## config.mk

```make
export PLATFORM = sky130hd
export DESIGN_NAME = serial_adder
export DESIGN_NICKNAME = d
export VERILOG_FILES = /design/src/rtl/serial_adder.sv
export SDC_FILE = /design/constraint.sdc
export NUM_CORES = 1
export LEC_CHECK = 0
export CAP_MARGIN = 0
export CELL_PAD_IN_SITES_DETAIL_PLACEMENT = 0
export CELL_PAD_IN_SITES_GLOBAL_PLACEMENT = 1
export CORE_MARGIN = 3
export CORE_UTILIZATION = 42
export DETAILED_ROUTE_END_ITERATION = 10
export PLACE_DENSITY_LB_ADDON = 0.1
export SYNTH_ARGS = -nofsm -noshare
export SYNTH_HDL_FRONTEND = slang
export SYNTH_SLANG_ARGS = --single-unit
export TNS_END_PERCENT = 100
```

## constraint.sdc

```tcl
create_clock -name clk -period 1.9 [get_ports clk]
set_clock_uncertainty 0.15 [all_clocks]
set_input_delay 0.38 -clock clk [delete_from_list [all_inputs] [get_ports clk]]
set_output_delay 0.38 -clock clk [all_outputs]
set_load 0.1 [all_outputs]
```

## src/rtl/serial_adder.sv

```systemverilog
// -----------------------------------------------------------------------------
// serial_adder
//
// Bit-serial WIDTH-bit adder. One full-adder cell plus a carry flip-flop is
// reused across WIDTH clock cycles, LSB first. Operands are captured in
// parallel when a request is accepted. The parallel sum and carry-out are
// published together when the last bit completes.
//
// Optional feature (compile-time macro SERIAL_ADDER_OVF_EN):
//   adds a registered signed-overflow output 'ovf'. This is the carry into the
//   MSB XOR the carry out of the MSB. It updates and holds together with
//   sum/cout.
//
// Parameters:
//   WIDTH  operand/sum width in bits (2..32), default 8
//
// Ports:
//   clk    in   1      rising-edge clock
//   rst_n  in   1      asynchronous active-low reset
//   start  in   1      request; accepted only in IDLE or DONE
//   a      in   WIDTH  operand A, sampled on the accept edge
//   b      in   WIDTH  operand B, sampled on the accept edge
//   cin    in   1      carry-in, sampled on the accept edge
//   busy   out  1      high while bits are being processed
//   done   out  1      one-cycle completion pulse
//   sum    out  WIDTH  registered result, held until the next completion
//   cout   out  1      registered carry-out, held until the next completion
//   ovf    out  1      (SERIAL_ADDER_OVF_EN only) registered signed overflow
// -----------------------------------------------------------------------------
module serial_adder #(
    parameter int WIDTH = 8
) (
    input  logic             clk,
    input  logic             rst_n,
    input  logic             start,
    input  logic [WIDTH-1:0] a,
    input  logic [WIDTH-1:0] b,
    input  logic             cin,
    output logic             busy,
    output logic             done,
    output logic [WIDTH-1:0] sum,
    output logic             cout
`ifdef SERIAL_ADDER_OVF_EN
    ,
    output logic             ovf
`endif
);

    // Counter only needs to reach WIDTH-1. WIDTH >= 2 keeps CW >= 1.
    localparam int CW = $clog2(WIDTH);

    typedef enum logic [1:0] {
        ST_IDLE  = 2'd0,
        ST_SHIFT = 2'd1,
        ST_DONE  = 2'd2
    } state_t;

    state_t             state_q;
    logic [WIDTH-1:0]   a_sr_q;
    logic [WIDTH-1:0]   b_sr_q;
    logic               carry_q;
    logic [CW-1:0]      cnt_q;
    // Working sum holds the bits produced so far. The bit produced on the
    // final edge goes straight into the result, so WIDTH-1 bits suffice.
    logic [WIDTH-2:0]   work_q;
    logic [WIDTH-1:0]   sum_q;
    logic               cout_q;
    logic               busy_q;
    logic               done_q;
`ifdef SERIAL_ADDER_OVF_EN
    logic               ovf_q;
`endif

    // Full-adder cell and next-state values derived from it.
    logic               fa_s;
    logic               carry_d;
    logic [WIDTH-1:0]   sum_d;
    logic [WIDTH-2:0]   work_d;
    logic               last_bit;

    always_comb begin
        fa_s     = a_sr_q[0] ^ b_sr_q[0] ^ carry_q;
        carry_d  = (a_sr_q[0] & b_sr_q[0]) | ((a_sr_q[0] ^ b_sr_q[0]) & carry_q);
        // New bit enters at the MSB. After the final bit this is the full sum.
        sum_d    = {fa_s, work_q};
        work_d   = sum_d[WIDTH-1:1];
        last_bit = (cnt_q == CW'(WIDTH - 1));
    end

    always_ff @(posedge clk or negedge rst_n) begin
        if (!rst_n) begin
            state_q <= ST_IDLE;
            a_sr_q  <= '0;
            b_sr_q  <= '0;
            carry_q <= 1'b0;
            cnt_q   <= '0;
            work_q  <= '0;
            sum_q   <= '0;
            cout_q  <= 1'b0;
            busy_q  <= 1'b0;
            done_q  <= 1'b0;
`ifdef SERIAL_ADDER_OVF_EN
            ovf_q   <= 1'b0;
`endif
        end else begin
            case (state_q)
                ST_IDLE: begin
                    done_q <= 1'b0;
                    if (start) begin
                        a_sr_q  <= a;
                        b_sr_q  <= b;
                        carry_q <= cin;
                        cnt_q   <= '0;
                        work_q  <= '0;
                        busy_q  <= 1'b1;
                        state_q <= ST_SHIFT;
                    end
                end

                ST_SHIFT: begin
                    // start is deliberately ignored here.
                    a_sr_q  <= a_sr_q >> 1;
                    b_sr_q  <= b_sr_q >> 1;
                    carry_q <= carry_d;
                    work_q  <= work_d;
                    cnt_q   <= cnt_q + CW'(1);
                    if (last_bit) begin
                        sum_q   <= sum_d;
                        cout_q  <= carry_d;
`ifdef SERIAL_ADDER_OVF_EN
                        // carry_q is the carry into the MSB at this point.
                        ovf_q   <= carry_q ^ carry_d;
`endif
                        busy_q  <= 1'b0;
                        done_q  <= 1'b1;
                        state_q <= ST_DONE;
                    end
                end

                ST_DONE: begin
                    done_q <= 1'b0;
                    // Back-to-back accept: no IDLE cycle needed.
                    if (start) begin
                        a_sr_q  <= a;
                        b_sr_q  <= b;
                        carry_q <= cin;
                        cnt_q   <= '0;
                        work_q  <= '0;
                        busy_q  <= 1'b1;
                        state_q <= ST_SHIFT;
                    end else begin
                        state_q <= ST_IDLE;
                    end
                end

                default: begin
                    busy_q  <= 1'b0;
                    done_q  <= 1'b0;
                    state_q <= ST_IDLE;
                end
            endcase
        end
    end

    assign busy = busy_q;
    assign done = done_q;
    assign sum  = sum_q;
    assign cout = cout_q;
`ifdef SERIAL_ADDER_OVF_EN
    assign ovf  = ovf_q;
`endif

endmodule

```

==> results of run 1 <==
-- layer usage --
metal | share of wire (%) | vias up
li1 | - | 630
met1 | 47 | 633
met5 | 0 | -
met2 | 47 | 41
met4 | 1.8 | 0
met3 | 4.2 | 9
-- state kept, by name (all words and copies together), names as in the netlist --
| name | count |
|---|---|
| done | 1 |
| cnt_q | 3 |
| carry_q | 1 |
| cout | 1 |
| sum | 8 |
| b_sr_q | 8 |
| work_q | 7 |
| a_sr_q | 8 |
| state_q | 2 |
| busy | 1 |
-- layout make-up --
class,count,area share (%)
Inverter,1,0.149
Clock buffer,5,2.74
Clock inverter,3,1.69
Timing Repair Buffer,38,19.6
Sequential cell,40,39.8
Multi-Input combinational cell,102,33.5
Tap cell,50,2.49
-- worst max-delay path by stage --
stage / start / endpoint / slack [ps] / cells past startpoint
after floorplan: cnt_q[0] / cout / 380 / 4
after global placement: start / cnt_q[0] / 130 / 4
after detailed placement: start / cnt_q[0] / 120 / 4
after CTS: cnt_q[0] / sum[5] / 260 / 4
after global routing: cnt_q[0] / sum[5] / 220 / 4
final: cnt_q[0] / sum[5] / 270 / 4
-- repair_timing --
action	CTS	global route
hold buffers	1	0
endpoints found under the setup margin	0	0
setup buffers	0	0
hold endpoints to repair	18	0
gates resized for setup	0	0
-- critical path, cell delays in order, from the launching register on --
cell,delay [ps]
dfrtp_1,400
ha_1,210
ha_1,240
nand2_4,200
mux2_4,320
-- synth_stat cells, drive strengths merged --
cell type	number	area (µm²)
nand3	2	10.0
nor2b	17	109
mux2i	17	170
mux2	13	180
clkbuf	2	7.51
buf	8	56.3
fa	1	20.0
ha	2	25.0
a211oi	15	113
nor2	4	17.5
nand2	2	15.0
o21a	1	7.51
dfrtp	40	1000
a22o	9	78.8
a21oi	15	75.1
o21ai	3	15.0
a21o	1	7.51
inv	1	3.75
-- through the flow --
stage / setup WS (ps) / area (µm²)
global route: 218 / 2510
CTS: 263 / 2510
floorplan: 383 / 1910
detailed placement: 119 / 2390
global placement: 127 / 2390
finish: 269 / 2510
-- power by group --
part           switching [µW]  leakage, µW  internal (µW)
logic                    1340     0.000539           1080
registers                 342     0.000490           1240
clock network             303    0.0000541            389
total                    1990      0.00108           2710
-- cells by family (layout without fill, tap and decap cells) --
family	count (synthesis)	count (layout)	share of synthesized area (%)
compound gates	44	44	15.5
fa+ha+maj	3	3	2.36
flops	40	40	52.4
simple gates	25	25	7.92
mux	30	30	18.3
buf+inv	11	47	3.53
==> flow_metrics.py, run 1 <==
metrics = {
    "drt": {
        "wirelength_um": 3540,
        "postRouteAntennaNets": 0,
        "num_vias": 1313,
        "via_per_inst": 5.49,
        "drt_iter0_markers": 64,
        "dr.pass1.iters": 4,
        "drc": 0,
        "avgRoutedWirePerCell_um": 14.8,
    },
    "global_routing": {
        "busiest_layer": "met2",
        "grt_util_all_layers_pct": 14.8,
        "grt_pass1_vias": 1342,
        "grt_overflow": 0,
        "grt_util_met1_pct": 19.4,
        "use_met2_pct": 23.1,
        "grtUsageMet3_pct": 3.28,
        "grt_pass1_wl_um": 6170,
        "antenna_found_initial": 0,
        "grt_max_degree": 35,
    },
    "setup_path": {
        "worstPathArrival_ps": 1660,
        "start_kind": "flop",
        "r2r.worst_path.cells": 4,
        "regToRegEndpoint": "sum[5]",
        "end_kind": "flop",
        "crit_type": "flop to flop",
        "required_ps": 1930,
        "path_max_fanout": 10,
        "worst_r2r_startpoint": "cnt_q[0]",
        "r2r_slack_ps": 270,
    },
    "power": {
        "p_leak_uw": 0.00108,
        "p_total_uw": 4700,
        "ir_drop_v": 0.000737,
        "p_per_area_nw_per_um2": 1870,
    },
    "floorplan": {
        "core_area_um2": 4200,
        "die-area_um2": 5400,
        "die_w_um": 73.5,
        "num_rows": 23,
        "die_y_um": 73.5,
        "io_pins": 31,
        "start_util_pct": 45.5,
    },
    "run_status": {
        "outcome": "finished, final reports clean",
    },
    "final_layout": {
        "nNetsFinal": 211,
        "fill_cells": 335,
        "num_antenna_cells": 0,
        "area_growth_pct": 31.5,
        "multiInputGateArea_um2": 843,
        "drive_gt1_share_pct": 21.7,
        "regArea_um2": 1000,
        "final_common_cell": "dfrtp_1",
        "final_cell_mix": "40 x dfrtp_1, 18 x clkdlybuf4s50_1, 17 x mux2i_1",
        "fin_util_pct": 59.9,
        "fin_cells": 239,
    },
    "placement": {
        "io_buffers": 30,
        "place.gp.congestion": 0.733,
        "placedCellCount": 230,
        "dpl.hpwl_um": 2570,
    },
    "sta": {
        "maxSlewHeadroom_pct": 69.3,
        "setup_viol": 0,
        "period_needed_ps": 1630,
        "fmax_ghz": 0.613,
        "hold_slack_ps": 379,
        "tightest_slew_ps": 461,
        "finalCritPeriodShare_pct": 85.9,
        "finalSetupTns_ps": 0,
        "maxSlewViolCount": 0,
        "hold_violations": 0,
        "rsz0062_at_grt": "false",
    },
    "clock_network": {
        "cts_tree": "yes",
        "clkLatencyLatePin_ps": 290,
        "cts_max_level": 2,
        "clk_pin_slew_ps": 80,
        "cts_buffers": 5,
        "cts_root_buffer": "clkbuf_8",
        "clkSinkCount": 40,
        "clockBufferDepth": 2,
    },
    "synth": {
        "ys_seq_area_share_pct": 52.4,
        "synth_warnings": 0,
        "syn_area_um2": 1910,
        "synth_cell_types": 26,
        "synth-seq-cells": 40,
        "syn_avg_cell_area_um2": 12.5,
        "synth_cells": 153,
        "syn_nets": 176,
    },
    "hold_path": {
        "worstHoldPathType": "flop to flop",
        "hp-start": "cnt_q[1]",
        "hold_end": "cnt_q[1]",
        "hold_depth": 1,
    },
    "run": {
        "cap_violations": 0,
    },
}
(Power assumes the default switching activity.)
==> run 2, diff against run 1 <==
--- a/config.mk
+++ b/config.mk
@@ -12,6 +12,7 @@
 export CORE_UTILIZATION = 42
 export DETAILED_ROUTE_END_ITERATION = 10
 export PLACE_DENSITY_LB_ADDON = 0.1
+export RECOVER_POWER = 25
 export SYNTH_ARGS = -nofsm -noshare
 export SYNTH_HDL_FRONTEND = slang
 export SYNTH_SLANG_ARGS = --single-unit
==> run 2 against run 1 <==
Effect of this change:
- core utilization down 0.36 points
- register-to-register slack about the same
- global-route usage unchanged
- combinational power about the same
- routed wire length up 0.20%
- die area unchanged
- sequential power about the same
- critical endpoint unchanged
- largest cell class unchanged
- largest power group unchanged
==> flow_metrics.py, run 2 (synthesized netlist as in run 1, its figures left out) <==
metrics = {
    "run": {
        "cap_violations": 0,
    },
    "setup_path": {
        "cpPeakStageDelay_ps": 400,
        "r2r.worst_path.cells": 4,
        "worstPathArrival_ps": 1660,
        "slowest_stage": "dfrtp_1",
        "required_ps": 1930,
        "critPathTopFamily": "adder cells",
        "crit_type": "flop to flop",
        "cp.depth": 4,
        "path_max_fanout": 10,
        "end_kind": "flop",
        "path_buf_inv": 0,
        "crit_chain": "ha_1 -> ha_1 -> nand2_4 -> mux2_4",
        "start_kind": "flop",
        "cpMostUsedCell": "ha_1",
    },
    "sta": {
        "setup_viol": 0,
        "tightest_slew_ps": 523,
        "maxSlewHeadroom_pct": 65.1,
        "finalSetupTns_ps": 0,
        "finalCritPeriodShare_pct": 85.9,
        "hold_slack_ps": 379,
        "setup_slack_ps": 268,
        "period_needed_ps": 1630,
        "fmax_ghz": 0.613,
        "maxSlewViolCount": 0,
        "rsz0062_at_grt": "false",
        "hold_violations": 0,
    },
    "drt": {
        "drt_iter0_markers": 64,
        "wirelength_um": 3540,
        "avgRoutedWirePerCell_um": 14.8,
        "dr.pass1.iters": 4,
        "num_vias": 1313,
        "via_per_inst": 5.49,
        "drc": 0,
        "postRouteAntennaNets": 0,
    },
    "final_layout": {
        "area_growth_pct": 30.8,
        "final_common_cell": "dfrtp_1",
        "final_cell_mix": "40 x dfrtp_1, 18 x clkdlybuf4s50_1, 17 x mux2i_1",
        "fin_cells": 239,
        "nNetsFinal": 211,
        "num_antenna_cells": 0,
        "drive_gt1_share_pct": 21.7,
    },
    "global_routing": {
        "grt_util_all_layers_pct": 14.8,
        "grt_pass1_vias": 1342,
        "grt_max_degree": 35,
        "grt_overflow": 0,
        "grt_pass1_wl_um": 6170,
        "antenna_found_initial": 0,
    },
    "clock_network": {
        "cts_setup_buffers": 0,
        "clkLatencyLatePin_ps": 290,
        "cts_tree": "yes",
        "cts_buffers": 5,
        "clk_pin_slew_ps": 80,
        "cts_max_level": 2,
        "clkSinkCount": 40,
        "postCtsResizedCells": 0,
        "clockBufferDepth": 2,
        "cts_root_buffer": "clkbuf_8",
    },
    "power": {
        "swShare_pct": 42.4,
        "ir_drop_v": 0.000737,
        "switchingPower_uw": 1990,
        "p_per_area_nw_per_um2": 1880,
        "power_frac_seq_pct": 33.7,
        "clkPwrFrac_pct": 14.7,
        "p_int_uw": 2710,
        "p_leak_uw": 0.00108,
        "combPwrFrac_pct": 51.6,
    },
    "run_status": {
        "outcome": "finished, final reports clean",
    },
    "placement": {
        "dpl.hpwl_um": 2570,
        "pre_cts_ws_ps": 119,
        "io_buffers": 30,
        "place.gp.congestion": 0.733,
        "placedCellCount": 230,
    },
    "floorplan": {
        "start_util_pct": 45.5,
        "die_w_um": 73.5,
        "io_pins": 31,
        "num_rows": 23,
        "die_y_um": 73.5,
        "die-area_um2": 5400,
        "core_area_um2": 4200,
    },
    "hold_path": {
        "hold_depth": 1,
        "worstHoldPathType": "flop to flop",
    },
}
==> run 2: layout make-up <==
class	instances	area (µm²)
clock inverter	3	42.5
clock buffer	5	68.8
sequential	40	1000
fill	337	1700
inverter	1	3.75
timing repair buffer	38	478
tap	50	62.6
multi-input combinational	102	843
==> run 2: per-stage QoR <==
step | utilization (%) | power [µW] | cell area (µm²)
floorplan | - | 3240 | 1910
global placement | 57.0 | 3960 | 2390
detailed placement | 57.0 | 4040 | 2390
CTS | 59.9 | 4750 | 2510
global route | 59.5 | 4990 | 2500
finish | 59.5 | 4700 | 2500
==> run 2: worst reg2reg max path, stage by stage, from the launching register on <==
cell,delay [ps]
dfrtp_1,400
ha_1,210
ha_1,240
nand2_4,200
mux2_4,330
==> run 2: power groups by stage <==
stage | clock, µW | combinational (µW) | sequential [µW]
2_1_floorplan | 0 | 1020 | 2220
3_3_place_gp | 0 | 2390 | 1580
3_5_place_dp | 0 | 2440 | 1600
4_1_cts | 710 | 2450 | 1590
5_1_grt | 742 | 2600 | 1640
6_report | 691 | 2420 | 1580
==> run 2: worst paths after layout <==
| kind | from | endpoint | slack [ps] |
|---|---|---|---|
| max | cnt_q[0] | sum[5] | 270 |
| min | cnt_q[1] | cnt_q[1] | 380 |
| max reg2reg | cnt_q[0] | sum[5] | 270 |
| min reg2reg | cnt_q[1] | cnt_q[1] | 380 |
| max in group asynchronous | rst_n | b_sr_q[0] | 330 |
| min in group asynchronous | rst_n | sum[0] | 410 |
==> run 2: layer usage <==
layer / up-vias / routed length (µm) / track usage [%]
li1: 630 / - / -
met1: 633 / 1650 / 19.4
met2: 43 / 1680 / 23.1
met3: 7 / 155 / 3.28
met4: 0 / 57 / 7.04
met5: - / 0 / 0
==> run 2: what timing repair did <==
action | CTS | global route
endpoints found under the setup margin | 0 | 0
hold buffers | 1 | 0
hold endpoints to repair | 18 | 0
==> run 3, diff against run 2 <==
--- a/config.mk
+++ b/config.mk
@@ -8,6 +8,7 @@
 export CAP_MARGIN = 0
 export CELL_PAD_IN_SITES_DETAIL_PLACEMENT = 0
 export CELL_PAD_IN_SITES_GLOBAL_PLACEMENT = 1
+export CORE_ASPECT_RATIO = 0.6
 export CORE_MARGIN = 3
 export CORE_UTILIZATION = 42
 export DETAILED_ROUTE_END_ITERATION = 10
==> run 3 against run 2 <==
Effect of this change:
- combinational power grew 2%
- non-clock buffer count grew 1
- hold slack is essentially flat
- die area grew 0.48%
- core utilization grew 0.37 points
- cell count grew 4.6%
- sequential power is essentially flat
- first-iteration DRC count shrank 27%
- global-route usage grew 0.43 points
- sequential share of layout area shrank 0.55 points
- fmax shrank 0.90%
==> flow_metrics.py, run 3 (synthesized netlist as in run 1, its figures left out) <==
metrics = {
    "setup_path": {
        "worstPathArrival_ps": 1680,
        "crit_chain": "ha_1 -> ha_1 -> nand2_4 -> mux2_4",
        "end_kind": "flop",
        "crit_type": "flop to flop",
        "cp-startpoint": "cnt_q[0]",
        "cpPeakStageDelay_ps": 390,
        "regToRegEndpoint": "sum[3]",
        "required_ps": 1930,
        "start_kind": "flop",
        "worst_r2r_startpoint": "cnt_q[0]",
        "r2r.worst_path.cells": 4,
        "r2r_slack_ps": 250,
        "cpMostUsedCell": "ha_1",
        "path_max_fanout": 10,
        "slowest_stage": "dfrtp_1",
        "endpoint": "sum[3]",
        "critPathTopFamily": "adder cells",
        "cp.depth": 4,
        "path_buf_inv": 0,
    },
    "final_layout": {
        "drive_gt1_share_pct": 22.1,
        "area_growth_pct": 32.6,
        "fill_cells": 363,
        "num_antenna_cells": 0,
        "nNetsFinal": 212,
        "final_common_cell": "dfrtp_1",
        "final_cell_mix": "40 x dfrtp_1, 18 x clkdlybuf4s50_1, 17 x mux2i_1",
    },
    "global_routing": {
        "grt_pass1_wl_um": 6240,
        "grt_overflow": 0,
        "antenna_found_initial": 0,
        "grt_max_degree": 35,
        "grt_pass1_vias": 1244,
        "grt_util_all_layers_pct": 15.2,
    },
    "run": {
        "cap_violations": 0,
    },
    "sta": {
        "tightest_slew_ps": 541,
        "rsz0062_at_grt": "false",
        "period_needed_ps": 1650,
        "finalCritPeriodShare_pct": 86.7,
        "finalSetupTns_ps": 0,
        "fmax_ghz": 0.607,
        "maxSlewViolCount": 0,
        "hold_violations": 0,
        "setup_viol": 0,
        "maxSlewHeadroom_pct": 63.9,
    },
    "floorplan": {
        "core_area_um2": 4230,
        "start_util_pct": 45.2,
        "num_rows": 18,
        "die_y_um": 58.3,
        "die_w_um": 93.1,
        "die-area_um2": 5420,
        "io_pins": 31,
    },
    "clock_network": {
        "clockBufferDepth": 2,
        "cts_setup_buffers": 0,
        "clkLatencyLatePin_ps": 300,
        "cts_buffers": 5,
        "cts_max_level": 2,
        "clk_pin_slew_ps": 70,
        "cts_tree": "yes",
        "cts_root_buffer": "clkbuf_8",
        "clkSinkCount": 40,
    },
    "placement": {
        "place.gp.congestion": 0.767,
        "dpl.hpwl_um": 2600,
        "io_buffers": 30,
    },
    "drt": {
        "dr.pass1.iters": 4,
        "avgRoutedWirePerCell_um": 14.8,
        "postRouteAntennaNets": 0,
        "via_per_inst": 5.08,
        "drc": 0,
        "drt_iter0_markers": 47,
        "wirelength_um": 3710,
        "num_vias": 1271,
    },
    "power": {
        "p_per_area_nw_per_um2": 1870,
        "ir_drop_v": 0.00109,
        "p_leak_uw": 0.00109,
        "p_total_uw": 4730,
    },
    "run_status": {
        "outcome": "finished, final reports clean",
    },
    "hold_path": {
        "worstHoldPathType": "flop to flop",
    },
}
## run 3: final cells by class
cell class | count | area, µm² | share of cell area [%]
inverters | 1 | 3.75 | 0.148
clock buffers | 5 | 68.8 | 2.71
repair buffers | 39 | 500 | 19.7
clock inverters | 3 | 42.5 | 1.68
well taps | 60 | 75.1 | 2.96
multi-input cells | 102 | 843 | 33.3
flip-flops and latches | 40 | 1000 | 39.5
## run 3: timing repair
item | 4_1_cts | 5_1_grt
resized for setup | 0 | 0
endpoints found under the hold margin | 19 | 0
hold buffers | 1 | 0
## run 3: routing by layer
metal | routed length [µm] | track usage [%] | up-vias
li1 | - | - | 626
met1 | 1980 | 23.2 | 607
met2 | 1510 | 19.2 | 30
met3 | 149 | 4.54 | 8
met4 | 70 | 7.52 | 0
met5 | 0 | 0 | -
## run 3: worst reg2reg max path, stage by stage (launching register included)
cell     delay, ps
dfrtp_1        390
ha_1           210
ha_1           250
nand2_4        200
mux2_4         330
## run 3: worst min path at each step
| stage | from | end | slack, ps | depth (start not counted) |
|---|---|---|---|---|
| finish | cnt_q[1] | cnt_q[1] | 380 | 1 |
| global route | cnt_q[1] | cnt_q[1] | 410 | 1 |
| CTS | cnt_q[1] | cnt_q[1] | 380 | 1 |
| detailed placement | rst_n | b_sr_q[3] | 210 | 1 |
| global placement | rst_n | b_sr_q[3] | 210 | 1 |
| floorplan | rst_n | a_sr_q[0] | -70 | 0 |
## run 3: metrics by stage
| stage | hold WS (ps) | instance area, µm² | util (%) | std cells | setup slack [ps] |
|---|---|---|---|---|---|
| floorplan | -65.6 | 1910 | - | 153 | 383 |
| global placement | 209 | 2410 | 57.0 | 241 | 121 |
| detailed placement | 214 | 2410 | 57.0 | 241 | 96.7 |
| CTS | 384 | 2530 | 59.9 | 250 | 251 |
| global route | 409 | 2530 | 59.9 | 250 | 212 |
| finish | 378 | 2530 | 59.9 | 250 | 253 |
## run 3: power breakdown
part	total [µW]	switching (µW)	internal, µW
logic	2460	1360	1100
registers	1580	343	1240
clock network	688	300	388
